File: src/rtl/arm_pipelined_stage_buffer.sv
// rtl/arm_pipelined_stage_buffer.sv - valid/ready pipeline stage with 2-entry skid buffer; optional stall counter under ARM_PIPE_STAGE_STATS_EN
module arm_pipelined_stage_buffer #(
  parameter int                  BusWidth   = 32,
  parameter logic [BusWidth-1:0] ResetValue = '0,
  parameter int                  CntWidth   = 16
) (
  input  logic                i_CLK,
  input  logic                i_NRESET,
  input  logic                i_FLUSH,
  input  logic                i_VALID,
  output logic                o_READY,
  input  logic [BusWidth-1:0] i_DATA,
  output logic                o_VALID,
  input  logic                i_READY,
  output logic [BusWidth-1:0] o_DATA,
  output logic [1:0]          o_COUNT
`ifdef ARM_PIPE_STAGE_STATS_EN
  ,
  output logic [CntWidth-1:0] o_STALL_CNT
`endif
);

  typedef enum logic [1:0] {
    EMPTY = 2'd0,
    BUSY  = 2'd1,
    FULL  = 2'd2
  } state_t;

  state_t              state;
  state_t              state_nxt;
  logic [BusWidth-1:0] main_q;
  logic [BusWidth-1:0] skid_q;
  logic                in_fire;
  logic                out_fire;

  assign in_fire  = i_VALID & o_READY;
  assign out_fire = o_VALID & i_READY;
  assign o_DATA   = main_q;

  // State register; flush is folded into state_nxt so it only needs reset here.
  always_ff @(posedge i_CLK or negedge i_NRESET) begin
    if (!i_NRESET) begin
      state <= EMPTY;
    end else begin
      state <= state_nxt;
    end
  end

  // Next-state decode: flush squashes to EMPTY, otherwise follow the handshakes.
  always_comb begin
    state_nxt = state;
    if (i_FLUSH) begin
      state_nxt = EMPTY;
    end else begin
      case (state)
        EMPTY: if (in_fire) state_nxt = BUSY;
        BUSY: begin
          if (in_fire && !out_fire) begin
            state_nxt = FULL;
          end else if (!in_fire && out_fire) begin
            state_nxt = EMPTY;
          end
        end
        FULL: if (out_fire) state_nxt = BUSY;
        default: state_nxt = EMPTY;
      endcase
    end
  end

  // Outputs decoded directly from the current state.
  always_comb begin
    o_VALID = (state != EMPTY);
    case (state)
      BUSY:    o_COUNT = 2'd1;
      FULL:    o_COUNT = 2'd2;
      default: o_COUNT = 2'd0;
    endcase
  end

  // Registered ready: looks ahead at state_nxt so upstream never sees a comb path from i_READY.
  always_ff @(posedge i_CLK or negedge i_NRESET) begin
    if (!i_NRESET) begin
      o_READY <= 1'b1;
    end else begin
      o_READY <= (state_nxt != FULL);
    end
  end

  // Payload storage: main feeds o_DATA, skid catches the entry that arrives while main is stalled.
  always_ff @(posedge i_CLK or negedge i_NRESET) begin
    if (!i_NRESET) begin
      main_q <= ResetValue;
      skid_q <= ResetValue;
    end else if (i_FLUSH) begin
      main_q <= ResetValue;
      skid_q <= ResetValue;
    end else begin
      case (state)
        EMPTY: if (in_fire) main_q <= i_DATA;
        BUSY: begin
          if (in_fire && out_fire) begin
            main_q <= i_DATA;
          end else if (in_fire) begin
            skid_q <= i_DATA;
          end
        end
        FULL: if (out_fire) main_q <= skid_q;
        default: ;
      endcase
    end
  end

`ifdef ARM_PIPE_STAGE_STATS_EN
  logic [CntWidth-1:0] stall_cnt_q;

  assign o_STALL_CNT = stall_cnt_q;

  // Saturating count of cycles where valid data waits on a stalled downstream.
  always_ff @(posedge i_CLK or negedge i_NRESET) begin
    if (!i_NRESET) begin
      stall_cnt_q <= '0;
    end else if (i_FLUSH) begin
      stall_cnt_q <= '0;
    end else if (o_VALID && !i_READY && (stall_cnt_q != {CntWidth{1'b1}})) begin
      stall_cnt_q <= stall_cnt_q + 1'b1;
    end
  end
`else
  logic [CntWidth-1:0] unused_stall_cnt;
  assign unused_stall_cnt = '0;
`endif

endmodule
File: config.mk
export PLATFORM = sky130hd
export DESIGN_NAME = arm_pipelined_stage_buffer
export DESIGN_NICKNAME = d
export VERILOG_FILES = /design/src/rtl/arm_pipelined_stage_buffer.sv
export SDC_FILE = /design/constraint.sdc
export NUM_CORES = 1
export LEC_CHECK = 0
export CORE_ASPECT_RATIO = 1.75
export CORE_MARGIN = 1
export CORE_UTILIZATION = 53
export DETAILED_ROUTE_END_ITERATION = 8
export GPL_TIMING_DRIVEN = 0
export PLACE_DENSITY = 0.85
export SETUP_SLACK_MARGIN = 0.5
export SYNTH_ARGS = -nofsm -noshare
export SYNTH_HDL_FRONTEND = slang
export SYNTH_SLANG_ARGS = --single-unit
File: constraint.sdc
create_clock -name i_CLK -period 2.72 [get_ports i_CLK]
set_clock_uncertainty 0.05 [all_clocks]
set_input_delay 0.408 -clock i_CLK [delete_from_list [all_inputs] [get_ports i_CLK]]
set_output_delay 0.408 -clock i_CLK [all_outputs]
set_load 0.02 [all_outputs]
# After elaboration in Yosys (flattened, before gate mapping)
# Index checks and enable logic that the tools add are counted.
dict set report classes {
  eq_ne 7
  n_mux 15
  bitwise_logic 2
  reduce_logical 12
}
# cell count
set ops {}
lappend ops {{32-bit two-way mux} 7}
lappend ops {{32-bit one-hot mux with 3 select lines} 1}
lappend ops {{2-bit two-way mux} 5}
lappend ops {{3-bit != test (second input constant)} 3}
lappend ops {{2-bit one-hot mux with 3 select lines} 1}
lappend ops {{2-bit nonzero test} 3}
lappend ops {{2-bit != test (second input constant)} 2}
lappend ops {{2-bit one-hot mux with 2 select lines} 1}
lappend ops {{4-bit AND reduction} 1}
lappend ops {{4-bit nonzero test} 1}
lappend ops {{1-bit logical AND} 3}
lappend ops {{3-bit AND reduction} 1}
lappend ops {{1-bit bitwise AND} 2}
lappend ops {{2-bit by 1-bit equality test with 1-bit output (second input constant)} 1}
lappend ops {{2-bit equality test (second input constant)} 1}
lappend ops {{1-bit zero test} 2}
lappend ops {{2-bit zero test} 1}
dict set report word_totals {
  register_bits 67
  in_bits 37
  output_inout_bits 36
  word_cells 40
}

# Longest topological paths before layout
# Gate-level depths: netlist (run 1).
dict set report depth {
  ltp_word 8
  ltp_mapped 5
  ltp_nobuf 4
}

# Worst setup path after synthesis (run 1)
# Ideal clock, no wire load.
dict set report synth_timing {
  kind {reg-to-reg}
  startpoint {register o_READY}
  endpoint {register main_q[0] (netlist: o_DATA[0])}
  setup_ns 0.088
  t_arrival_ns 1.450
  t_required_ns 2.582
  slack_ns 1.132
  path_stages_with_launch 6
  n_path_buf 1
  period_less_slack_ns 1.588
  path_cell_list {dfstp_2 -> nand3_1 -> o221ai_4 -> buf_6 -> nor2_1 -> a211oi_2}
}
dict set report synth_via {
  elab_chain_len 4
  word_cells_on_any_way 5
  cone_classes {2 x eq/ne; 1 x bitwise; 2 x reduce/logical}
}
# element line
set synth_rtl {}
lappend synth_rtl {{start: declaration} 11} ;# output logic o_READY,
lappend synth_rtl {{start signal: assignment} 85} ;# o_READY <= (state_nxt != FULL);
lappend synth_rtl {{1-bit bitwise AND (*)} 36} ;# assign in_fire = i_VALID & o_READY;
lappend synth_rtl {{1-bit logical AND} 101} ;# if (in_fire && out_fire) begin
lappend synth_rtl {{3-bit != test (no source line)} -}
lappend synth_rtl {{4-bit AND reduction (no source line) (*)} -}
lappend synth_rtl {{end signal: assignment} 99} ;# EMPTY: if (in_fire) main_q <= i_DATA;
lappend synth_rtl {{end signal: assignment} 102} ;# main_q <= i_DATA;
lappend synth_rtl {{end signal: assignment} 107} ;# FULL: if (out_fire) main_q <= skid_q;
lappend synth_rtl {{end: declaration} 31} ;# logic [BusWidth-1:0] main_q;
# Every way passes the cells marked *; elsewhere a longest branch is shown, timed or not.
# A chain may end at the register's enable or synchronous reset.

# Worst setup path in the final report (run 1)
dict set report layout_timing {
  startpoint {register state[0]}
  endpoint {output port o_VALID}
}
dict set report layout_via {
  elab_chain_len 1
}
# element line
set layout_rtl {}
lappend layout_rtl {{start: declaration} 29} ;# state_t state;
lappend layout_rtl {{start signal: assignment} 45} ;# state <= state_nxt;
lappend layout_rtl {{2-bit nonzero test} 72} ;# o_VALID = (state != EMPTY);
lappend layout_rtl {{end: declaration} 13} ;# output logic o_VALID,
# Every way passes these cells.

==> flow_metrics.py, run 1 <==
metrics = {
    "yosys": {
        "netlist_top_cells_count": "dfrtp_1 (66), nor2_1 (35), a22o_1 (32), mux2i_1 (32), a211oi_2 (28)",
        "ys_types": 25,
        "synthMostInstantiatedCell": "dfrtp_1",
        "synthesis.area_um2": 3040,
        "ys_seq_area_frac": 0.552,
        "synth_seq_cells": 67,
        "synth_async_sr_flop_share": 1.00,
        "synth_top_cells_by_area": "dfrtp_1 (54%), a211oi_2 (12%), mux2i_1 (11%)",
        "synth_warnings": 0,
        "yosys_most_used_dff": "dfrtp_1",
        "avgSynthCellArea_um2": 13.1,
        "netlist.top_cell.by_area": "dfrtp_1",
        "netlist.area_leader.share": 0.543,
        "net_count_of_the_mapped_netlist": 270,
        "syn-instance-count": 233,
        "edff_count_synth": 0,
    },
    "timing": {
        "tightest_slew_ns": 0.838,
        "drv_slew": 0,
        "max_freq_mhz": 480,
        "timing.hold.ws_ns": 0.0973,
        "finalSetupViolations": 0,
        "timing.max_slew.rel_slack": 0.441,
        "finalCritPeriodShare": 0.765,
        "final_period_minus_worst_setup_slack_ns": 2.08,
        "setup_total_negative_slack_ns": 0,
        "layout_setup_ws_ns": 0.639,
        "final_hold_viol_count": 0,
        "setup_repair_after_global_routing_missed_its_margin": "false",
    },
    "cells_and_area": {
        "area_delta_synth_final_pct": 32.9,
        "final_area_um2": 4040,
        "layout.filler_cells": 415,
        "final_cells": 396,
        "count_of_antenna_diodes_in_the_layout": 0,
        "fraction_of_final_layout_cells_sized_beyond_drive_strength_1": 0.209,
        "design.final.nets": 352,
    },
    "clock_network": {
        "cts_tree": "done",
        "skew_pair_late_insertion_delay_ns": 0.35,
        "tritoncts.num_buffers": 9,
        "cts_buffer_depth": 2,
        "clk_transition_reported_paths_ns": 0.07,
        "root_buffer": "clkbuf_8",
        "post_cts_buffers": 0,
        "cts_max_level": 3,
        "cts.sinks": 67,
    },
    "critical_path": {
        "regToRegSetupSlack_ns": 1.01,
        "criticalPathCategory": "reg2out",
        "critPathCaptureType": "primary output",
        "worstPathRequired_ns": 2.26,
        "crit_arrival_ns": 1.62,
        "crit_fanout": 6,
        "timing.critical_path.from_type": "register",
    },
    "route": {
        "post-route-drc-count": 0,
        "drt-total-wl_um": 6980,
        "routed-via-count": 2230,
        "post_drt_wl_per_cell_um": 17.6,
        "antenna_left": 0,
        "dr.pass1.iters": 4,
        "avgViaCountPerCell": 5.63,
        "initial_drc_count": 63,
    },
    "global_route": {
        "antenna_found_initial": 0,
        "global_route.usage.total": 0.252,
        "maximum_number_of_pins_on_one_net_before_global_route_repair": 68,
        "grt_remaining_overflow": 0,
        "grt_pass1_vias": 2295,
        "wire_length_of_the_first_global_routing_pass_um": 11100,
    },
    "run": {
        "drv_cap": 0,
    },
    "place": {
        "dpl_cell_area_um2": 3840,
        "port-buffer-count": 71,
        "routability_driven_placement_congestion_ratio": 0.798,
        "number_of_placed_instances_with_taps_included": 380,
        "dp.final_hpwl_um": 4590,
        "pre_cts_ws_ns": 0.506,
    },
    "floorplan": {
        "fp-row-count": 36,
        "dieArea_um2": 6060,
        "initial_standard_cell_utilization_of_the_core": 0.549,
        "die_x_um": 59.3,
        "core_region_area_um2": 5540,
        "design.portCount": 73,
        "fp.dieH_um": 102,
    },
    "min_path": {
        "hold_path.class": "in2async",
    },
    "status": {
        "outcome": "finished, final reports clean",
    },
    "power_and_ir_drop": {
        "power.ir.vdd_worst_uv": 465,
        "power.leakage_uw": 0.00170,
        "power_per_cell_area_nw_per_um2": 608,
    },
}
-- worst paths after layout --
path,cells after the start,start,end
setup / recovery,2,state[0],o_VALID
hold / removal,1,i_NRESET,state[0]
setup reg to reg,5,state[0],o_DATA[27]
hold reg to reg,1,skid_q[21],skid_q[21]
max in group asynchronous,1,i_NRESET,state[1]
min in group i_CLK,3,i_FLUSH,o_READY
-- layer usage --
layer,part of all wire,global-route usage,vias to the layer above,wire length (um)
li1,-,-,1030,-
met4,0.018,0.114,0,128
met1,0.42,0.313,1133,2920
met3,0.037,0.0608,12,261
met5,0,0,-,0
met2,0.53,0.410,55,3670
-- placed cells by master, fill, tap and decap left out, types with 2 or more instances in the layout --
cell type | Yosys | layout
clkdlybuf4s50_1 | 0 | 69
clkinvlp_4 | 0 | 2
inv_6 | 0 | 2
dfrtp_1 | 66 | 65
a211oi_1 | 4 | 4
clkbuf_8 | 0 | 9
a21oi_1 | 2 | 2
clkbuf_4 | 2 | 2
nor2_1 | 35 | 35
a211oi_2 | 28 | 28
a22o_1 | 32 | 32
mux2i_1 | 32 | 32
buf_6 | 3 | 3
clkbuf_1 | 4 | 4
buf_4 | 5 | 6
buf_2 | 6 | 6
nand3b_1 | 2 | 2
-- cells by family (layout without fill, tap and decap cells) --
kind of cell    after synthesis  after routing  synth area share
simple gates                 44             44            0.0646
buf+inv                      21            108            0.0444
mux                          32             32             0.105
flops                        67             67             0.552
compound gates               69             69             0.234
-- report_power, final --
group | switching [uW] | internal, uW | leakage, uW
Sequential | 39.8 | 1060 | 0.000895
Clock | 411 | 429 | 0.0000962
Combinational | 272 | 243 | 0.000710
-- registers in the layout, indices dropped and copies added, names as in the netlist --
signal   count
state        2
o_READY      1
o_DATA      32
skid_q      32
-- worst max-delay path, cell delays in order, from the launching register on --
cell and delay (ns):
dfrtp_1 0.44, or2_4 0.30, clkdlybuf4s50_1 0.54
-- cell type report --
type | instances | area (um^2) | area share
sequential | 67 | 1680 | 0.415
multi-input combinational | 145 | 1230 | 0.304
timing repair buffer | 71 | 703 | 0.174
buffer | 20 | 131 | 0.0325
clock buffer | 9 | 124 | 0.0307
tap | 76 | 95.1 | 0.0235
clock inverter | 7 | 76.3 | 0.0189
inverter | 1 | 3.75 | 0.000929
-- metrics by stage --
| step | util | total power (uW) |
|---|---|---|
| 5_1_grt | 0.729 | 2550 |
| 6_report | 0.729 | 2460 |
| 2_1_floorplan | - | 1400 |
| 3_3_place_gp | 0.694 | 1630 |
| 3_5_place_dp | 0.694 | 1640 |
| 4_1_cts | 0.730 | 2480 |
-- what timing repair did --
action	CTS	global route
gates resized for setup	3	1
hold buffers	0	0
endpoints found under the setup margin	1	1
hold endpoints to repair	0	0
No activity file was read; power rests on OpenSTA's default activity.
==> inputs of run 2 (changes only) <==
CORE_UTILIZATION = 45   (was 53)
PLACE_DENSITY = 0.76   (was 0.85)
clock period = 1.8 ns   (was 2.72 ns; I/O delays follow)
==> flow_metrics.py, run 2 (synthesis gave the netlist of run 1 again) <==
metrics = {
    "timing": {
        "drv_slew": 0,
        "setup_repair_after_global_routing_missed_its_margin": "true",
        "finalSetupViolations": 0,
        "tightest_slew_ns": 0.834,
        "timing.hold.ws_ns": -0.0161,
        "finalCritPeriodShare": 0.956,
        "timing.max_slew.rel_slack": 0.444,
        "layout_setup_ws_ns": 0.0798,
        "max_freq_mhz": 581,
        "final_period_minus_worst_setup_slack_ns": 1.72,
        "final_hold_viol_count": 7,
    },
    "cells_and_area": {
        "fraction_of_final_layout_cells_sized_beyond_drive_strength_1": 0.390,
        "area_delta_synth_final_pct": 47.1,
        "layout.cells.most_common": "dfrtp_1",
        "design.final.nets": 376,
        "count_of_antenna_diodes_in_the_layout": 0,
        "final_area_um2": 4480,
        "final_cells": 426,
        "mostFrequentLayoutCells": "dfrtp_1 (65), clkdlybuf4s50_1 (33), nor2_1 (32), a22o_1 (32), mux2i_1 (31)",
    },
    "critical_path": {
        "timing.critical_path.from_type": "register",
        "cp_num_cells": 5,
        "worst-r2r-cell-count": 5,
        "critPathCaptureType": "register",
        "critical_path_buffers_and_inverters": 1,
        "timing.critical_path.slowest_cell_delay_ns": 0.58,
        "criticalPathCategory": "reg2reg",
        "cp_slowest_cell": "dfstp_2",
        "crit_fanout": 7,
        "critical_path.top_delay_family": "simple AND/OR/NAND/NOR gates",
        "timing.critical_path.cells": "nand4b_1, nor2_2, nor2_4, buf_6, a22o_1",
        "crit_arrival_ns": 1.88,
        "worstPathRequired_ns": 1.96,
    },
    "clock_network": {
        "clk_transition_reported_paths_ns": 0.05,
        "hold_buffers": 0,
        "cts_buffer_depth": 2,
        "tritoncts.num_buffers": 9,
        "cts.sinks": 67,
        "root_buffer": "clkbuf_16",
        "cts_max_level": 3,
        "cts_tree": "done",
        "skew_pair_late_insertion_delay_ns": 0.33,
    },
    "power_and_ir_drop": {
        "totalPowerFinal_uw": 4350,
        "total_switching_power_uw": 1140,
        "switching_share": 0.263,
        "power.leakage_uw": 0.00200,
        "combinationalPowerShare": 0.196,
        "clockPowerShare": 0.420,
        "share_seq_of_total_power": 0.384,
        "power_per_cell_area_nw_per_um2": 972,
        "power.ir.vdd_worst_uv": 723,
        "p_int_uw": 3210,
    },
    "status": {
        "outcome": "complete, but fails checks",
        "failing_checks": "negative hold slack",
    },
    "route": {
        "post-route-drc-count": 0,
        "avgViaCountPerCell": 5.64,
        "dr.pass1.iters": 4,
        "routed-via-count": 2401,
        "antenna_left": 0,
        "initial_drc_count": 137,
        "drt-total-wl_um": 8240,
        "post_drt_wl_per_cell_um": 19.3,
    },
    "place": {
        "port-buffer-count": 71,
        "routability_driven_placement_congestion_ratio": 0.825,
        "dp.final_hpwl_um": 4660,
        "dpl_cell_area_um2": 3890,
        "number_of_placed_instances_with_taps_included": 386,
        "pre_cts_ws_ns": -0.157,
    },
    "floorplan": {
        "fp-row-count": 39,
        "design.portCount": 73,
        "die_x_um": 64.2,
        "core_region_area_um2": 6540,
        "fp.dieH_um": 111,
        "dieArea_um2": 7110,
        "initial_standard_cell_utilization_of_the_core": 0.465,
    },
    "global_route": {
        "wire_length_of_the_first_global_routing_pass_um": 12600,
        "maximum_number_of_pins_on_one_net_before_global_route_repair": 68,
        "global_route.usage.total": 0.236,
        "antenna_found_initial": 0,
        "grt_remaining_overflow": 0,
        "grt_pass1_vias": 2488,
    },
    "min_path": {
        "hold_path.class": "in2async",
    },
    "run": {
        "drv_cap": 0,
    },
}
## run 2: cell types whose count changed in the layout (fill, tap and decap cells not counted), sizes merged
cell	change
clkinvlp	-1
bufinv	+1
clkdlybuf4s50	-36
buf	+54
dlymetal6s2s	+1
inv	-2
clkdlybuf4s15	+6
clkbuf	+1
## run 2: stage by stage
stage                     hold WS, ns  TNS [ns]   util
after floorplan               -0.0756         0      -
after global routing           0.0540         0  0.684
final                         -0.0161         0  0.684
after CTS                      0.0333         0  0.684
after detailed placement        0.385     -5.59  0.595
after global placement          0.431   -127.29  0.595
## run 2: area by class of cell
cell class              count  area, um^2
multi-input cells         145        1280
plain buffers              20         236
fillers                   509        2060
clock inverters             5        77.6
repair buffers             95         860
flip-flops and latches     67        1680
clock buffers              11         233
inverters                   1        3.75
well taps                  82         103
## run 2: worst paths after layout
kind | slack [ns] | end | startpoint
max in group asynchronous | 1.13 | state[1] | i_NRESET
worst min-delay path | -0.02 | skid_q[16] | i_NRESET
worst max-delay path | 0.08 | skid_q[25] | o_READY
worst max register to register | 0.08 | skid_q[25] | o_READY
min in group i_CLK | 0.45 | skid_q[27] | skid_q[27]
worst min register to register | 0.45 | skid_q[27] | skid_q[27]
## run 2: repair_timing
action	in CTS	in global routing
gates cloned	4	2
resized for setup	156	38
pin swaps	7	4
setup buffers	16	2
endpoints found under the setup margin	102	91
hold endpoints to repair	0	0
## run 2: power by group through the flow
stage / sequential [uW] / combinational [uW] / clock [uW]
6_report: 1670 / 853 / 1830
5_1_grt: 1680 / 905 / 1920
4_1_cts: 1670 / 845 / 1850
3_5_place_dp: 1690 / 794 / 0
3_3_place_gp: 1690 / 784 / 0
2_1_floorplan: 1780 / 341 / 0
## run 2: metal layers
metal | vias up | part of all wire | wire length [um] | global-route usage
li1 | 1082 | - | - | -
met1 | 1238 | 0.39 | 3240 | 0.289
met2 | 62 | 0.54 | 4470 | 0.397
met3 | 19 | 0.036 | 298 | 0.0473
met4 | 0 | 0.028 | 233 | 0.0993
met5 | - | 0 | 0 | 0
==> inputs of run 3 (changes only) <==
REMOVE_ABC_BUFFERS = 1   (was not set)
==> flow_metrics.py, run 3 (synthesis gave the netlist of run 1 again) <==
metrics = {
    "status": {
        "outcome": "finished, final reports clean",
    },
    "critical_path": {
        "timing.critical_path.from_type": "register",
        "r2r-end": "o_DATA[11]",
        "critical_path.top_delay_family": "compound AO/OA/AOI/OAI gates",
        "timing.critical_path.cells": "or2_4, o221ai_4, buf_6, buf_8, nor2_2, a211oi_2",
        "worstPathRequired_ns": 1.99,
        "critical_path_buffers_and_inverters": 2,
        "regToRegSetupSlack_ns": 0.15,
        "criticalPathCategory": "reg2reg",
        "timing.critical_path.to": "o_DATA[11]",
        "timing.critical_path.from": "state[1]",
        "crit_arrival_ns": 1.85,
        "critPathCaptureType": "register",
        "timing.critical_path.slowest_cell_delay_ns": 0.43,
        "regToRegStartpoint": "state[1]",
        "worst-r2r-cell-count": 6,
        "cp_num_cells": 6,
        "crit_fanout": 5,
        "cp_slowest_cell": "dfrtp_2",
    },
    "run": {
        "drv_cap": 0,
    },
    "power_and_ir_drop": {
        "combinationalPowerShare": 0.223,
        "power.leakage_uw": 0.00201,
        "p_int_uw": 3150,
        "switching_share": 0.269,
        "clockPowerShare": 0.389,
        "share_seq_of_total_power": 0.388,
        "power_per_cell_area_nw_per_um2": 937,
        "total_switching_power_uw": 1160,
        "power.ir.vdd_worst_uv": 641,
        "totalPowerFinal_uw": 4310,
    },
    "timing": {
        "final_period_minus_worst_setup_slack_ns": 1.65,
        "setup_repair_after_global_routing_missed_its_margin": "true",
        "final_hold_viol_count": 0,
        "drv_slew": 0,
        "max_freq_mhz": 604,
        "finalSetupViolations": 0,
        "finalCritPeriodShare": 0.919,
        "timing.max_slew.rel_slack": 0.434,
        "tightest_slew_ns": 0.850,
    },
    "place": {
        "routability_driven_placement_congestion_ratio": 0.777,
        "dp.final_hpwl_um": 4150,
        "dpl_cell_area_um2": 3860,
        "number_of_placed_instances_with_taps_included": 372,
        "port-buffer-count": 72,
    },
    "clock_network": {
        "cts.sinks": 67,
        "clk_transition_reported_paths_ns": 0.05,
        "cts_tree": "done",
        "hold_buffers": 0,
        "tritoncts.num_buffers": 9,
        "cts_max_level": 3,
        "skew_pair_late_insertion_delay_ns": 0.33,
        "cts_buffer_depth": 2,
        "root_buffer": "clkbuf_16",
    },
    "route": {
        "initial_drc_count": 159,
        "post-route-drc-count": 0,
        "drt-total-wl_um": 8570,
        "routed-via-count": 2388,
        "avgViaCountPerCell": 5.67,
        "post_drt_wl_per_cell_um": 20.4,
        "dr.pass1.iters": 4,
        "antenna_left": 0,
    },
    "cells_and_area": {
        "fraction_of_final_layout_cells_sized_beyond_drive_strength_1": 0.434,
        "mostFrequentLayoutCells": "dfrtp_1 (65), clkdlybuf4s50_1 (33), a22o_1 (32), a211oi_2 (32), mux2i_1 (31)",
        "layout.cells.most_common": "dfrtp_1",
        "design.final.nets": 371,
        "layout.filler_cells": 480,
        "final_core_utilization": 0.703,
        "final_cells": 421,
        "area_delta_synth_final_pct": 51.2,
        "final_area_um2": 4600,
        "count_of_antenna_diodes_in_the_layout": 0,
    },
    "global_route": {
        "grt_remaining_overflow": 0,
        "wire_length_of_the_first_global_routing_pass_um": 12500,
        "maximum_number_of_pins_on_one_net_before_global_route_repair": 68,
        "global_route.usage.total": 0.237,
        "grt_pass1_vias": 2398,
        "antenna_found_initial": 0,
    },
    "floorplan": {
        "design.portCount": 73,
        "dieArea_um2": 7110,
        "die_x_um": 64.2,
        "fp-row-count": 39,
        "core_region_area_um2": 6540,
        "initial_standard_cell_utilization_of_the_core": 0.465,
        "fp.dieH_um": 111,
    },
    "min_path": {
        "hold_path.class": "in2async",
    },
}
-- run 3: worst min-delay path by stage --
stage	startpoint	to	slack [ns]	depth (start not counted)
after floorplan	i_NRESET	o_DATA[0]	-0.08	0
after global placement	skid_q[1]	skid_q[1]	0.43	1
after detailed placement	i_NRESET	o_DATA[4]	0.38	1
after CTS	i_NRESET	o_DATA[27]	0.03	1
after global routing	i_NRESET	o_DATA[16]	0.08	1
final	i_NRESET	o_DATA[16]	0.0004	1
-- run 3: through the flow --
step	setup TNS (ns)	setup slack (ns)	hold slack [ns]
6_report	0	0.146	0.000384
5_1_grt	0	0.0782	0.0798
4_1_cts	0	0.180	0.0273
3_5_place_dp	-24.19	-0.530	0.380
3_3_place_gp	-253.74	-2.70	0.432
2_1_floorplan	-29.73	-0.588	-0.0756
-- run 3: worst register-to-register path: cells and delay by family (launching register included) --
family / cells / cell delay (ns)
AND/OR/NAND/NOR: 2 / 0.32
buffers and inverters: 2 / 0.34
AO/OA/AOI/OAI: 2 / 0.45
flip-flops: 1 / 0.43
-- run 3: final cells by class --
class | count | area, um^2 | share of cell area
clock buffers | 15 | 288 | 0.0626
clock inverters | 1 | 5.00 | 0.00109
inverters | 1 | 3.75 | 0.000816
multi-input cells | 147 | 1350 | 0.294
flip-flops and latches | 67 | 1680 | 0.365
well taps | 82 | 103 | 0.0223
repair buffers | 108 | 1170 | 0.255
-- run 3: power by group through the flow --
stage,logic [uW],clock network [uW],registers (uW)
floorplan,288,0,1780
global placement,740,0,1690
detailed placement,783,0,1690
CTS,907,1710,1660
global route,1020,1770,1680
finish,961,1680,1670
-- run 3: per-layer routing --
layer	vias to the layer above	wire [um]	global-route usage
li1	1083	-	-
met1	1225	3590	0.302
met2	68	4530	0.390
met3	12	283	0.0432
met4	0	166	0.0993
met5	-	0	0
-- run 3: timing repair --
item	CTS	global route
resized for setup	145	43
setup endpoints to repair	102	89
pin swaps	6	35
cloned	5	6
setup buffers	16	6
